[config.mk]
export PLATFORM = sky130hd
export DESIGN_NAME = bram_rd_stream_ctrl
export DESIGN_NICKNAME = d
export VERILOG_FILES = /design/src/rtl/bram_rd_stream_pkg.sv /design/src/rtl/rd_skid_fifo.sv /design/src/rtl/bram_rd_stream_ctrl.sv
export SDC_FILE = /design/constraint.sdc
export NUM_CORES = 1
export LEC_CHECK = 0
export ABC_CLOCK_PERIOD_IN_PS = 4450
export CORE_MARGIN = 2
export CORE_UTILIZATION = 50
export DETAILED_ROUTE_END_ITERATION = 10
export DONT_BUFFER_PORTS = 1
export GPL_TIMING_DRIVEN = 0
export SLEW_MARGIN = 10
export SYNTH_ARGS = -nofsm -noshare
export SYNTH_HDL_FRONTEND = slang
export SYNTH_SLANG_ARGS = --single-unit
[constraint.sdc]
create_clock -name clk -period 4.45 [get_ports clk]
set_input_delay 0.445 -clock clk [delete_from_list [all_inputs] [get_ports clk]]
set_output_delay 0.445 -clock clk [all_outputs]
set_load 0.01 [all_outputs]
[src/rtl/bram_rd_stream_pkg.sv]
// Shared types and constants for the BRAM read streaming controller.
// Read latency, output FIFO depth and the address-width helper.
package bram_rd_stream_pkg;

  typedef enum logic [1:0] {
    S_IDLE,
    S_RUN,
    S_DRAIN,
    S_DONE
  } state_e;

  localparam int C_RD_LATENCY     = 3;
  localparam int C_OUT_FIFO_DEPTH = 4;
  localparam int C_FIFO_CNT_W     = 3;

  function automatic int clog2(input int n);
    int r;
    r = 0;
    for (int i = 0; i < 31; i++) begin
      if ((1 << i) < n) r = i + 1;
    end
    return (r < 1) ? 1 : r;
  endfunction

endpackage

[src/rtl/rd_skid_fifo.sv]
// Four-entry show-ahead FIFO holding read data plus its last flag.
// Exposes its occupancy so the issuer can budget credits.
module rd_skid_fifo
  import bram_rd_stream_pkg::*;
#(
  parameter int W = 33
) (
  input  logic                    clk,
  input  logic                    rst_n,
  input  logic                    push,
  input  logic [W-1:0]            din,
  input  logic                    pop,
  output logic [W-1:0]            dout,
  output logic [C_FIFO_CNT_W-1:0] count_o
);

  localparam int PW = clog2(C_OUT_FIFO_DEPTH);

  logic [W-1:0]            mem_q [C_OUT_FIFO_DEPTH];
  logic [W-1:0]            mem_d [C_OUT_FIFO_DEPTH];
  logic [PW-1:0]           wr_q, wr_d;
  logic [PW-1:0]           rd_q, rd_d;
  logic [C_FIFO_CNT_W-1:0] cnt_q, cnt_d;

  always_comb begin
    mem_d = mem_q;
    wr_d  = wr_q;
    rd_d  = rd_q;
    cnt_d = cnt_q;
    if (push) begin
      mem_d[wr_q] = din;
      wr_d        = wr_q + 1'b1;
    end
    if (pop) rd_d = rd_q + 1'b1;
    unique case ({push, pop})
      2'b10:   cnt_d = cnt_q + 1'b1;
      2'b01:   cnt_d = cnt_q - 1'b1;
      default: cnt_d = cnt_q;
    endcase
  end

  always_ff @(posedge clk) begin
    if (!rst_n) begin
      for (int i = 0; i < C_OUT_FIFO_DEPTH; i++) mem_q[i] <= '0;
      wr_q  <= '0;
      rd_q  <= '0;
      cnt_q <= '0;
    end else begin
      mem_q <= mem_d;
      wr_q  <= wr_d;
      rd_q  <= rd_d;
      cnt_q <= cnt_d;
    end
  end

  assign dout    = mem_q[rd_q];
  assign count_o = cnt_q;

endmodule

[src/rtl/bram_rd_stream_ctrl.sv]
// Streams consecutive words out of a 3-stage pipelined BRAM read port
// onto a valid/ready stream, credit-limited by a small output FIFO.
module bram_rd_stream_ctrl
  import bram_rd_stream_pkg::*;
#(
  parameter int C_RAM_RD_WIDTH = 32,
  parameter int C_RAM_RD_DEPTH = 1024,
  parameter int C_LEN_WIDTH    = 16
) (
  input  logic                                 clk,
  input  logic                                 rst_n,
  input  logic                                 start,
  input  logic [clog2(C_RAM_RD_DEPTH)-1:0]     start_addr,
  input  logic [C_LEN_WIDTH-1:0]               num_words,
  output logic                                 busy,
  output logic                                 done,
  output logic [clog2(C_RAM_RD_DEPTH)-1:0]     rdAddr,
  output logic                                 rden,
  input  logic [C_RAM_RD_WIDTH-1:0]            ram_dout,
  output logic [C_RAM_RD_WIDTH-1:0]            m_data,
  output logic                                 m_valid,
  output logic                                 m_last,
  input  logic                                 m_ready
);

  localparam int AW = clog2(C_RAM_RD_DEPTH);
  localparam int FW = C_RAM_RD_WIDTH + 1;
  localparam int L  = C_RD_LATENCY;
  localparam logic [AW-1:0] LAST_ADDR = AW'(C_RAM_RD_DEPTH - 1);

  state_e                  state_q, state_d;
  logic [AW-1:0]           addr_q, addr_d;
  logic [C_LEN_WIDTH-1:0]  len_q, len_d;
  logic [L-1:0]            v_q, v_d;
  logic [L-1:0]            l_q, l_d;
  logic                    issue, is_last, credit_ok;
  logic                    push, pop;
  logic [C_FIFO_CNT_W-1:0] fifo_cnt;
  logic [FW-1:0]           fifo_dout;
  int                      inflight;

  always_comb begin
    state_d   = state_q;
    addr_d    = addr_q;
    len_d     = len_q;
    v_d       = v_q;
    l_d       = l_q;
    inflight  = int'(fifo_cnt) - int'(pop) + $countones(v_q);
    credit_ok = inflight < C_OUT_FIFO_DEPTH;
    issue     = (state_q == S_RUN) && credit_ok;
    is_last   = (len_q == C_LEN_WIDTH'(1));
    rden      = issue | (|v_q);
    if (rden) begin
      v_d = {v_q[L-2:0], issue};
      l_d = {l_q[L-2:0], issue & is_last};
    end
    unique case (state_q)
      S_IDLE: begin
        if (start) begin
          addr_d = start_addr;
          len_d  = num_words;
          // an empty command still passes through DRAIN for one cycle
          state_d = (num_words == '0) ? S_DRAIN : S_RUN;
        end
      end
      S_RUN: begin
        if (issue) begin
          len_d = len_q - 1'b1;
          if (is_last) state_d = S_DRAIN;
          else addr_d = (addr_q == LAST_ADDR) ? '0 : addr_q + 1'b1;
        end
      end
      S_DRAIN: begin
        if (v_q == '0 && int'(fifo_cnt) == int'(pop)) state_d = S_DONE;
      end
      S_DONE:  state_d = S_IDLE;
      default: state_d = S_IDLE;
    endcase
  end

  always_ff @(posedge clk) begin
    if (!rst_n) begin
      state_q <= S_IDLE;
      addr_q  <= '0;
      len_q   <= '0;
      v_q     <= '0;
      l_q     <= '0;
    end else begin
      state_q <= state_d;
      addr_q  <= addr_d;
      len_q   <= len_d;
      v_q     <= v_d;
      l_q     <= l_d;
    end
  end

  assign push = v_q[L-1] & rden;
  assign pop  = m_valid & m_ready;

  rd_skid_fifo #(
    .W (FW)
  ) u_fifo (
    .clk     (clk),
    .rst_n   (rst_n),
    .push    (push),
    .din     ({l_q[L-1], ram_dout}),
    .pop     (pop),
    .dout    (fifo_dout),
    .count_o (fifo_cnt)
  );

  assign busy              = (state_q != S_IDLE);
  assign done              = (state_q == S_DONE);
  assign rdAddr            = addr_q;
  assign m_valid           = (fifo_cnt != '0);
  assign {m_last, m_data}  = m_valid ? fifo_dout : '0;

endmodule

# After elaboration in Yosys (flattened, before gate mapping)
# Index checks and enable logic that the tools add are counted.
[op_classes]
add_sub_neg = 10
bitwise_logic = 6
magnitude_cmp = 4
n_reduce_logical = 14
eq_ne = 13
muxes = 22
[ops]
columns = ["operator", "n"]
rows = [
  ["$bwmux 132", 1],
  ["$mux 33", 4],
  ["$bmux 33 s2", 1],
  ["$demux 33 s2", 1],
  ["$mux 10", 4],
  ["$mux 16", 2],
  ["$pmux 16 s2", 1],
  ["$pmux 10 s2", 1],
  ["$eq 16x1->1 const B", 1],
  ["$logic_not 16->1", 1],
  ["$sub 16x1->16 const B", 1],
  ["$add 10x1->10 const B", 1],
  ["$eq 10x10->1 const B", 1],
  ["$mux 2", 5],
  ["$ne 2x2->1 const B", 5],
  ["$pmux 2 s4", 1],
  ["$reduce_and 4->1", 2],
  ["$eq 2x2->1 const B", 3],
  ["$ge 3x3->1 const B", 2],
  ["$not 2->3", 2],
  ["$pmux 3 s2", 1],
  ["$reduce_bool 2->1", 3],
  ["$add 4x4->5", 1],
  ["$lt 5x4->1 const B", 1],
  ["other kinds (17)", 23],
]
[word_totals]
in_bits = 62
output_inout_bits = 47
ff_bits = 173

# Depth between registers and ports, before layout
# Gate-level depths: netlist (run 1).
[depth]
ltp_word = 10
ltp_mapped = 14

# Cells and area by module
# From an unflattened synthesis (run 1), not the netlist that was laid out.
[hier_totals]
hier_cells = 992
area_unflattened_um2 = 8680.8
[by_module_without_submodules]
columns = ["module", "area_each_um2", "instances", "cells_per_inst", "seq_area_each_um2"]
rows = [
  ["rd_skid_fifo", 6150.9, 1, 658, 2782.7],
  ["bram_rd_stream_ctrl", 2529.9, 1, 334, 680.7],
]

# Worst setup path before layout (run 1)
# Ideal clock, no wire load.
[synth_path]
kind = "reg-to-reg"
start = "register u_fifo.cnt_q[2] (netlist: u_fifo.count_o[2])"
end = "register len_q[14]"
path_buffers = 2
synth_period_minus_slack_ps = 3169
path_stages_with_launch = 14
path_slack_ps = 1281
arrival_ps = 3051
cell_sequence = "dfxtp_1 or3_1 clkbuf_1 and2_1 ha_1 ha_1 inv_1 ha_1 and3b_1 or3_1 buf_2 a21oi_2 nand3_1 o221a_2"
[synth_via]
elab_chain_len = 8
[synth_lines]
columns = ["element", "line", "text"]
rows = [
  ["start, declared", "rd_skid_fifo.sv:23", "logic [C_FIFO_CNT_W-1:0] cnt_q, cnt_d;"],
  ["start signal, assigned", "rd_skid_fifo.sv:52", "cnt_q <= cnt_d;"],
  ["$reduce_bool 3->1", "bram_rd_stream_ctrl.sv:115", "assign m_valid = (fifo_cnt != '0);"],
  ["$and 1x1->1", "bram_rd_stream_ctrl.sv:98", "assign pop = m_valid & m_ready;"],
  ["net pop", "bram_rd_stream_ctrl.sv:37", "logic push, pop;"],
  ["$sub 3x1->4", "bram_rd_stream_ctrl.sv:48", "inflight = int'(fifo_cnt) - int'(pop) + $countones(v_q);"],
  ["$add 4x4->5", "bram_rd_stream_ctrl.sv:48", ""],
  ["$lt 5x4->1", "bram_rd_stream_ctrl.sv:49", "credit_ok = inflight < C_OUT_FIFO_DEPTH;"],
  ["$logic_and 1x1->1", "bram_rd_stream_ctrl.sv:50", "issue = (state_q == S_RUN) && credit_ok;"],
  ["$ne 2x2->1 (no line)", "-", ""],
  ["$reduce_and 3->1 (no line)", "-", ""],
  ["end signal, assigned", "bram_rd_stream_ctrl.sv:91", "len_q <= len_d;"],
  ["end, declared", "bram_rd_stream_ctrl.sv:33", "logic [C_LEN_WIDTH-1:0] len_q, len_d;"],
]
# The timed path passes the listed nets, and every way through them passes these cells.
# A chain may end at the register's enable or synchronous reset.

# Final worst setup path (run 1)
[layout_path]
start = "register u_fifo.cnt_q[2] (netlist: u_fifo.count_o[2])"
end = "output rden"
[layout_via]
elab_chain_len = 7
[layout_lines]
columns = ["element", "line", "text"]
rows = [
  ["$reduce_bool 3->1", "bram_rd_stream_ctrl.sv:115", ""],
  ["$and 1x1->1", "bram_rd_stream_ctrl.sv:98", ""],
  ["net pop", "bram_rd_stream_ctrl.sv:37", ""],
  ["$sub 3x1->4", "bram_rd_stream_ctrl.sv:48", ""],
  ["$add 4x4->5", "bram_rd_stream_ctrl.sv:48", ""],
  ["$lt 5x4->1", "bram_rd_stream_ctrl.sv:49", ""],
  ["$logic_and 1x1->1", "bram_rd_stream_ctrl.sv:50", ""],
  ["$or 1x1->1", "bram_rd_stream_ctrl.sv:52", "rden = issue | (|v_q);"],
  ["end, declared", "bram_rd_stream_ctrl.sv:18", "output logic rden,"],
]
# The timed path passes the listed nets, and every way through them passes these cells.

==> results.txt, run 1 <==
- During I/O placement, the number of pins put on the boundary was 109.
- Worst slew pin tran: 1010 ps
- Kind of capture point of the worst setup path: primary output
- Highest fanout seen on the critical path: 8
- Crit path largest cell delay: 590 ps
- Global-route wire length before repair: 35200 um
* Initial core utilization: 51.0%
* Buffer levels on the longest clock path: 2
- In this run, synthesis inferred 0 flip-flops with an integrated enable.
* Worst endpoint data arrival time: 3530 ps
- The worst pin sits at a relative slew slack of 31.9%.
- Slowest cell on crit path: sky130_fd_sc_hd__a21boi_0
* Sw Share: 33.7%
- Hold timing on the final database bottoms out at a slack of 131 ps.
- Fraction of power consumed by combinational cells: 25.2%
- Ant diodes: 0
- Setup repair after global routing left no endpoint under its margin.
- Synthesis handed over a netlist of 984 instances.
- For this run, the number of Yosys warnings is 0.
- Internal power comes to 3.08 mW.
- Hold Buf Count CTS: 0
- Clock H-tree levels: 4
* Port Buffer Count: 0
- Post-synthesis cell type with the largest combined area: sky130_fd_sc_hd__dfxtp_1
- Maximum resistive drop on vdd: 313 uV
- Skew-Pair Late Insertion Delay: 440 ps
- Number of clock sinks: 173
- Most used flip-flop cell after synthesis: sky130_fd_sc_hd__dfxtp_1
* Area of the core: 15800 um2
* Post-Synthesis Cell Area: 8080 um2
- The routed layout has 7006 vias.
- After the first detailed-routing iteration, the DRC count stood at 457.
* Die outline area: 17200 um2
* Proportion of synthesized chip area in sequential cells: 42.9%
- In the final layout, the share of cells above drive strength 1 is 8.56%.
- Static timing analysis puts the maximum clock frequency at 251 MHz.
- Final routed wirelength across all metal layers: 22700 um
- The final count of hold timing violations is 0.
- Leakage power of the design: 3.00 nW
- TritonCTS built the clock tree.
- Walking the worst path, the cells encountered are or3_1 > clkbuf_1 > and2_1 > ha_1 > ha_1 > inv_1 > ha_1 > and3b_1 > nor3_1 > a21boi_0 > inv_1.
- After filler insertion, the fill cell instance count of the layout stands at 1541.
- Dividing the detail-routed via count by the number of cells gives 5.69.
* Total grt overflow: 0
- Clk slew on worst S/H paths: 70 ps
- The max-slew violation total from the final report came to 0.
- Top post-synthesis cells by area: sky130_fd_sc_hd__dfxtp_1, sky130_fd_sc_hd__nand2_1, sky130_fd_sc_hd__a21oi_1
* Top cell type's share of synthesized area: 42.9%
- By instance count, the cell type seen most on the critical path is sky130_fd_sc_hd__ha_1.
* Synthesized area per cell: 8.21 um2
- The run finished with clean final reports.
* Pin count of the biggest net entering global routing: 17
* Sequential group share of total power: 39.2%
- In the synthesized netlist the async set-or-reset flop fraction comes to 0%.
- Drt pass-1 iters: 5
- On the final layout, the worst clock skew is 14.6 ps.
- For the final routed database, the setup TNS stands at 0 ps.
* Clock root buffer: sky130_fd_sc_hd__clkbuf_16
* Share of total power in the clock network: 35.5%
- Initial antenna violation count: 0
* Total nets after synthesis: 1064
* Area grow syn2layout: 11.4%
* Fin nets: 1083
- Counting I/O delays and the setup requirement, the final critical path takes 3980 ps.
* Number of global-route vias before repair: 6494
* Routed WL per cell: 18.5 um
- Footprint of the multi-input gates: 4260 um2
* Number of unique standard cell types used by synthesis: 60
- Worst hold path type: in -> reg
* Register Area: 3460 um2
- Gates resized during post-CTS repair numbered 0.
* Max-cap violation count: 0
- In this run the horizontal extent of the chip is 131 um.
- After detailed routing, the number of remaining DRC violations is 0.
* Crit Path Class: reg -> out
* Post-synthesis sequential element count: 173
- Req. time, crit path: 4010 ps
- The number of setup buffers added after CTS is 0.
* Critical path launch point type: flop
- Net Switching: 1.57 mW
- Die span in y: 131 um
* Endpoints failing setup: 0
- Most common library cell in the layout ignoring fill and taps: sky130_fd_sc_hd__nand2_1
* RePlAce Congestion: 0.854
* Core Rows: 46
- TritonCTS created 17 clock buffers.
- Total half-perimeter wirelength after legalization and detailed placement: 15400 um
* Total global-route track usage: 27.0%
- The worst path uses 89.4% of the clock period.
* Total power per unit cell area: 516 nW/um2
- Most frequent cells in the layout: sky130_fd_sc_hd__nand2_1, sky130_fd_sc_hd__dfxtp_1, sky130_fd_sc_hd__a21oi_1, sky130_fd_sc_hd__clkbuf_1, sky130_fd_sc_hd__and2_1
- In this run the remaining antenna-violating nets after routing total 0.
==> power groups by stage <==
stage / clock network (mW) / registers (mW) / logic, mW
3_3_place_gp: 0 / 1.85 / 1.16
2_1_floorplan: 0 / 1.82 / 0.870
5_1_grt: 1.73 / 1.84 / 1.30
6_report: 1.65 / 1.82 / 1.17
4_1_cts: 1.67 / 1.82 / 1.17
3_5_place_dp: 0 / 1.85 / 1.16
==> area by class of cell <==
type	count	area share, %
tap	216	3.00
multi-input combinational	720	47.3
inverter	20	0.834
clock inverter	12	2.04
buffer	71	3.12
clock buffer	20	5.19
sequential	173	38.5
==> cell families (layout without fill, tap and decap cells) <==
| logic type | count (synthesis) | count (layout) | synth area share (%) |
|---|---|---|---|
| xor gates and xnor gates | 6 | 6 | 0.651 |
| AOI/OAI and AO/OA | 229 | 229 | 15.9 |
| adders and majority gates | 18 | 18 | 2.97 |
| buffers and inverters | 91 | 123 | 4.40 |
| DFF | 173 | 173 | 42.9 |
| and+or+nand+nor | 428 | 428 | 23.2 |
| muxes | 39 | 39 | 9.98 |
==> cells in the mapped netlist (all sizes together) (4+ instances only) <==
cell type	n
or3	6
mux4	33
nor2	32
buf	14
mux2i	4
xor2	4
o22ai	4
o21ai	23
nor4	8
nand2	298
o31ai	6
o2bb2ai	5
ha	16
nand3	13
nor3	8
a21oi	163
nor4b	4
and2	40
dfxtp	173
nor2b	4
nand4	5
inv	19
clkbuf	57
==> metrics by stage <==
step / instances / power, mW / worst slack (ps) / util [%] / cell area, um2
after floorplan: 984 / 2.69 / 1280 / - / 8080
after global placement: 1200 / 3.01 / 813 / 52.7 / 8350
after detailed placement: 1200 / 3.01 / 825 / 52.7 / 8350
after CTS: 1232 / 4.65 / 424 / 56.8 / 9000
after global routing: 1232 / 4.86 / 267 / 56.8 / 9000
final: 1232 / 4.64 / 470 / 56.8 / 9000
==> state kept, by name (all words and copies together) (netlist names) <==
name / cells
l_q: 3
len_q: 16
rdAddr: 10
state_q: 2
u_fifo.count_o: 3
u_fifo.mem_q: 132
u_fifo.rd_q: 2
u_fifo.wr_q: 2
v_q: 3
==> layer usage <==
metal | up-vias | routed length [um] | GRT usage (%)
li1 | 3401 | - | -
met1 | 3376 | 10200 | 36.6
met2 | 207 | 10800 | 43.8
met3 | 22 | 1500 | 6.41
met4 | 0 | 256 | 6.26
met5 | - | 0 | 0
==> final timing paths <==
kind | cells after the start | slack [ps] | end | startpoint
setup reg to reg | 14 | 760 | len_q[3] | u_fifo.count_o[2]
hold reg to reg | 2 | 450 | u_fifo.mem_q[84] | u_fifo.mem_q[84]
hold / removal | 2 | 130 | u_fifo.mem_q[55] | ram_dout[22]
setup / recovery | 11 | 470 | rden | u_fifo.count_o[2]
==> worst max-delay path: cells and delay by family (launching register included) <==
family / cells / cell delay (ps)
AND/OR/NAND/NOR: 4 / 950
adder cells (fa/ha/maj): 3 / 750
buffers and inverters: 3 / 460
AO/OA/AOI/OAI: 1 / 590
flip-flops: 1 / 350
No activity file was read; power rests on OpenSTA's default activity.
==> run 2, diff against run 1 <==
--- a/config.mk
+++ b/config.mk
@@ -5,7 +5,10 @@
 export SDC_FILE = /design/constraint.sdc
 export NUM_CORES = 1
 export LEC_CHECK = 0
+export ABC_AREA = 1
 export ABC_CLOCK_PERIOD_IN_PS = 4450
+export CAP_MARGIN = 15
+export CORE_ASPECT_RATIO = 1.5
 export CORE_MARGIN = 2
 export CORE_UTILIZATION = 50
 export DETAILED_ROUTE_END_ITERATION = 10
==> run 2 against run 1 <==
  * Largest power group unchanged
  * Clock power decreased by 8%
  * Total power increased by 7.0%
  * Hold slack improved by 35 ps
  * Critical path depth unchanged
  * Register-to-register slack improved by 950 ps
  * Clock-buffer cell count unchanged
  * Non-clock buffer count increased by 6
  * Global-route usage increased by 2.2 points
==> results.txt, run 2 <==
* Req. time, crit path: 4010 ps (about the same)
* Flip-flop count of the largest register, all copies and words added: 132 (unchanged)
- The site row count came to 58 (was 46).
- The total CTS buffers is 17 (unchanged).
* Share of the synthesized area in compound gates (AO/OA/AOI/OAI): 17.9% (was 15.9%)
* Mux contribution to synthesized area: 0% (was 9.98%)
* Slowest cell on crit path: sky130_fd_sc_hd__dfxtp_1 (was sky130_fd_sc_hd__a21boi_0)
- Leakage power of the design: 3.54 nW (was 3.00 nW)
- Worst hold path type: in -> reg (unchanged)
- The clock tree from TritonCTS is built (unchanged).
* Post-synthesis cell type with the largest combined area: sky130_fd_sc_hd__dfxtp_1 (unchanged)
- Total global-route track usage: 29.2% (was 27.0%)
- The number of clock sinks seen by CTS was 173 (unchanged).
- Total power per unit cell area: 537 nW/um2 (was 516 nW/um2)
- Most common library cell in the layout ignoring fill and taps: sky130_fd_sc_hd__nor2_1 (was sky130_fd_sc_hd__nand2_1)
- The average cell area after synthesis was 6.52 um2 (was 8.21 um2).
- The final core utilization came to 55.6% (was 56.8%).
- Worst slew pin tran: 711 ps (was 1010 ps)
- Floorplan die width: 110 um (was 131 um)
- The basic-gate share of the synthesized area counting and, or, nand and nor cells came to 31.0% (was 23.2%).
* Post-Synthesis Cell Area: 8390 um2 (was 8080 um2)
* Number of unique standard cell types used by synthesis: 33 (was 60)
- The vertical extent of the die came to 163 um (was 131 um).
- The category of the critical setup timing path was reg -> out (unchanged).
- Status: finished, final reports clean (unchanged).
- The number of buffers between clock root and the deepest sink was 2 (unchanged).
* Final routed wirelength across all metal layers: 25100 um (was 22700 um)
- Area of the core: 16600 um2 (was 15800 um2)
- The number of setup buffers added after CTS came to 0 (unchanged).
- The DRC violation count after routing came to 0 (unchanged).
- Initial core utilization: 50.5% (was 51.0%)
- Largest clock skew in the final design: 12.0 ps (was 14.6 ps)
* Synth async-reset ratio: 0% (unchanged)
* Arithmetic-cell share of the synthesized area counting full adders, half adders and majority gates: 2.86% (was 2.97%)
- Fin nets: 1385 (was 1083)
- Endpoints failing setup: 0 (unchanged)
* Initial antenna violation count: 0 (unchanged)
- Kind of capture point of the worst setup path: primary output (unchanged)
- Crit path largest cell delay: 340 ps (was 590 ps)
* Hold Buf Count CTS: 0 (unchanged)
* Count of synthesis-stage warnings from yosys: 0 (unchanged)
- The relative slew slack is 52.6% (was 31.9%).
* Combinational family with the most area after synthesis: simple AND/OR/NAND/NOR gates (unchanged)
- The largest net degree at the start of global routing was 17 (unchanged).
- The sequential element share of the synthesized area was 41.3% (was 42.9%).
* PostCTS Resize Cnt: 0 (unchanged)
* RePlAce Congestion: 0.933 (was 0.854)
- Port Buffer Count: 0 (unchanged)
- Total grt overflow: 0 (unchanged)
- The final count of hold timing violations was 0 (unchanged).
* Top cell type's share of synthesized area: 41.3% (was 42.9%)
- The starting DRC count in detailed routing was 484 (was 457).
* Critical path buffer and inverter count: 2 (was 3)
- XOR/XNOR share of the synthesized area: 0.522% (was 0.651%)
- The area of the die came to 17900 um2 (was 17200 um2).
- Max-cap violation count: 0 (unchanged)
* Cells after Synth: 1286 (was 984)
* Unrepaired setup endpoints after global routing: false (unchanged)
- Kind of cell with the highest combined delay on the critical path: simple AND/OR/NAND/NOR gates (unchanged)
- Global-route wire length before repair: 39600 um (was 35200 um)
- Fin. max-slew vios: 0 (unchanged)
- Share of cells above drive strength 1: 5.99% (was 8.56%)
* Maximum resistive drop on vdd: 383 uV (was 313 uV)
* Clock H-tree levels: 4 (unchanged)
- Clk slew on worst S/H paths: 70 ps (about the same)
- Most instantiated cells after synthesis: sky130_fd_sc_hd__nor2_1, sky130_fd_sc_hd__o21ai_0, sky130_fd_sc_hd__dfxtp_1 (was sky130_fd_sc_hd__nand2_1, sky130_fd_sc_hd__dfxtp_1, sky130_fd_sc_hd__a21oi_1)
- The number of top-level design ports came to 109 (unchanged).
- The final HPWL from detailed placement is 18000 um (was 15400 um).
- The master cell of the clock root buffer is sky130_fd_sc_hd__clkbuf_16 (unchanged).
- The most common flop cell mapped by yosys is sky130_fd_sc_hd__dfxtp_1 (unchanged).
* Area grow syn2layout: 10.2% (was 11.4%)
- Most repeated cell in the gate-level netlist after synthesis: sky130_fd_sc_hd__nor2_1 (was sky130_fd_sc_hd__nand2_1)
- The highest attainable clock frequency is 322 MHz (was 251 MHz).
- Cells along the critical path: nor2_1 > nand2_1 > nand2_1 > inv_1 > ha_1 > ha_1 > inv_1 > ha_1 > nand3_1 > nand4_1 > nand2_1 (was or3_1 > clkbuf_1 > and2_1 > ha_1 > ha_1 > inv_1 > ha_1 > and3b_1 > nor3_1 > a21boi_0 > inv_1).
- The clock latency at the later pin of the worst-skew pair came to 440 ps (about the same).
- The number of diodes added for antenna fixing is 0 (unchanged).
- The synthesized netlist net count came to 1366 (was 1064).
* Drt pass-1 iters: 5 (unchanged)
- The number of register bits inferred by synthesis is 173 (unchanged).
- Summed negative setup slack over all endpoints: 0 ps (unchanged)
* Period utilization: 69.8% (was 89.4%)
- Number of global-route vias before repair: 7766 (was 6494)
- Layout filler cell count: 1773 (was 1541)
- Routed WL per cell: 16.4 um (was 18.5 um)
- The via-per-instance ratio is 5.29 (was 5.69).
- Post-layout total power: 4.96 mW (was 4.64 mW)
- Most frequent cells in the layout: sky130_fd_sc_hd__nor2_1, sky130_fd_sc_hd__o21ai_0, sky130_fd_sc_hd__dfxtp_1, sky130_fd_sc_hd__nand2_1, sky130_fd_sc_hd__a21oi_1 (was sky130_fd_sc_hd__nand2_1, sky130_fd_sc_hd__dfxtp_1, sky130_fd_sc_hd__a21oi_1, sky130_fd_sc_hd__clkbuf_1, sky130_fd_sc_hd__and2_1)
- Critical path launch point type: flop (unchanged)
- Worst endpoint data arrival time: 2660 ps (was 3530 ps)
- The maximum fanout along the worst path was 3 (was 8).
- Top post-synthesis cells by area: sky130_fd_sc_hd__dfxtp_1, sky130_fd_sc_hd__nor2_1, sky130_fd_sc_hd__o21ai_0 (was sky130_fd_sc_hd__dfxtp_1, sky130_fd_sc_hd__nand2_1, sky130_fd_sc_hd__a21oi_1).
- Final antenna-violating net count: 0 (unchanged)
- Post-synth EDFFs: 0 (unchanged)
* Final Critical Period: 3110 ps (was 3980 ps)
- Most flop-heavy register: u_fifo.mem_q (unchanged)
- Total via count in the routed design: 8086 (was 7006)
==> run 2: logic make-up (layout without fill, tap and decap cells) <==
group,count (synthesis),in the layout
buffers and inverters,132,164
xor gates and xnor gates,5,5
DFF,173,173
and+or+nand+nor,660,660
adders and majority gates,18,18
AOI/OAI and AO/OA,298,298
==> run 2: per-stage QoR <==
step	std cells	setup WS, ps	hold WS [ps]	instance area (um2)
final	1528	1340	166	9240
after global routing	1528	1210	170	9240
after CTS	1528	1310	164	9240
after detailed placement	1496	1670	462	8650
after global placement	1496	1700	454	8650
after floorplan	1286	2120	440	8390
==> run 2: layer usage <==
| metal | routed length [um] | vias to the layer above | part of all wire [%] | track usage (%) |
|---|---|---|---|---|
| met1 | 9830 | 3670 | 39 | 31.6 |
| met2 | 13100 | 210 | 52 | 54.2 |
| met3 | 1480 | 51 | 5.9 | 6.16 |
| met5 | 0 | - | 0 | 0 |
| met4 | 670 | 0 | 2.7 | 10.9 |
| li1 | - | 4155 | - | - |
==> run 2: power breakdown <==
group | switching [mW] | internal (mW)
clock network | 0.658 | 0.863
logic | 1.03 | 0.513
registers | 0.191 | 1.71
total | 1.88 | 3.08
==> run 2: worst paths after layout <==
kind         slack [ps]                 to               from  depth (start not counted)
min                 170  u_fifo.mem_q[108]        ram_dout[9]                          2
max reg2reg        1710          rdAddr[2]  u_fifo.count_o[2]                         17
min reg2reg         470             v_q[2]             v_q[1]                          2
max                1340               rden  u_fifo.count_o[2]                         11
==> run 2: worst reg2reg max path: stages (launching register included) <==
cell                      delay [ps]
sky130_fd_sc_hd__dfxtp_1         340
sky130_fd_sc_hd__nor2_1          140
sky130_fd_sc_hd__nand2_1         160
sky130_fd_sc_hd__nand2_1         190
sky130_fd_sc_hd__inv_1           140
sky130_fd_sc_hd__ha_1            220
sky130_fd_sc_hd__ha_1            260
sky130_fd_sc_hd__inv_1            40
sky130_fd_sc_hd__ha_1            270
sky130_fd_sc_hd__nand3_1         110
sky130_fd_sc_hd__nand3_2         100
sky130_fd_sc_hd__nand2_2          90
sky130_fd_sc_hd__nand2_2         100
sky130_fd_sc_hd__nor2_4          140
sky130_fd_sc_hd__buf_6           160
sky130_fd_sc_hd__nand2_2          60
sky130_fd_sc_hd__nor2_2           90
sky130_fd_sc_hd__nor2_2           40
==> run 2: cell type report <==
| class | instances | area (um2) | area share [%] |
|---|---|---|---|
| clock inverter | 12 | 135 | 1.46 |
| buffer | 77 | 329 | 3.56 |
| clock buffer | 20 | 457 | 4.94 |
| tap | 210 | 263 | 2.84 |
| multi-input combinational | 981 | 4390 | 47.5 |
| sequential | 173 | 3460 | 37.5 |
| inverter | 55 | 206 | 2.23 |
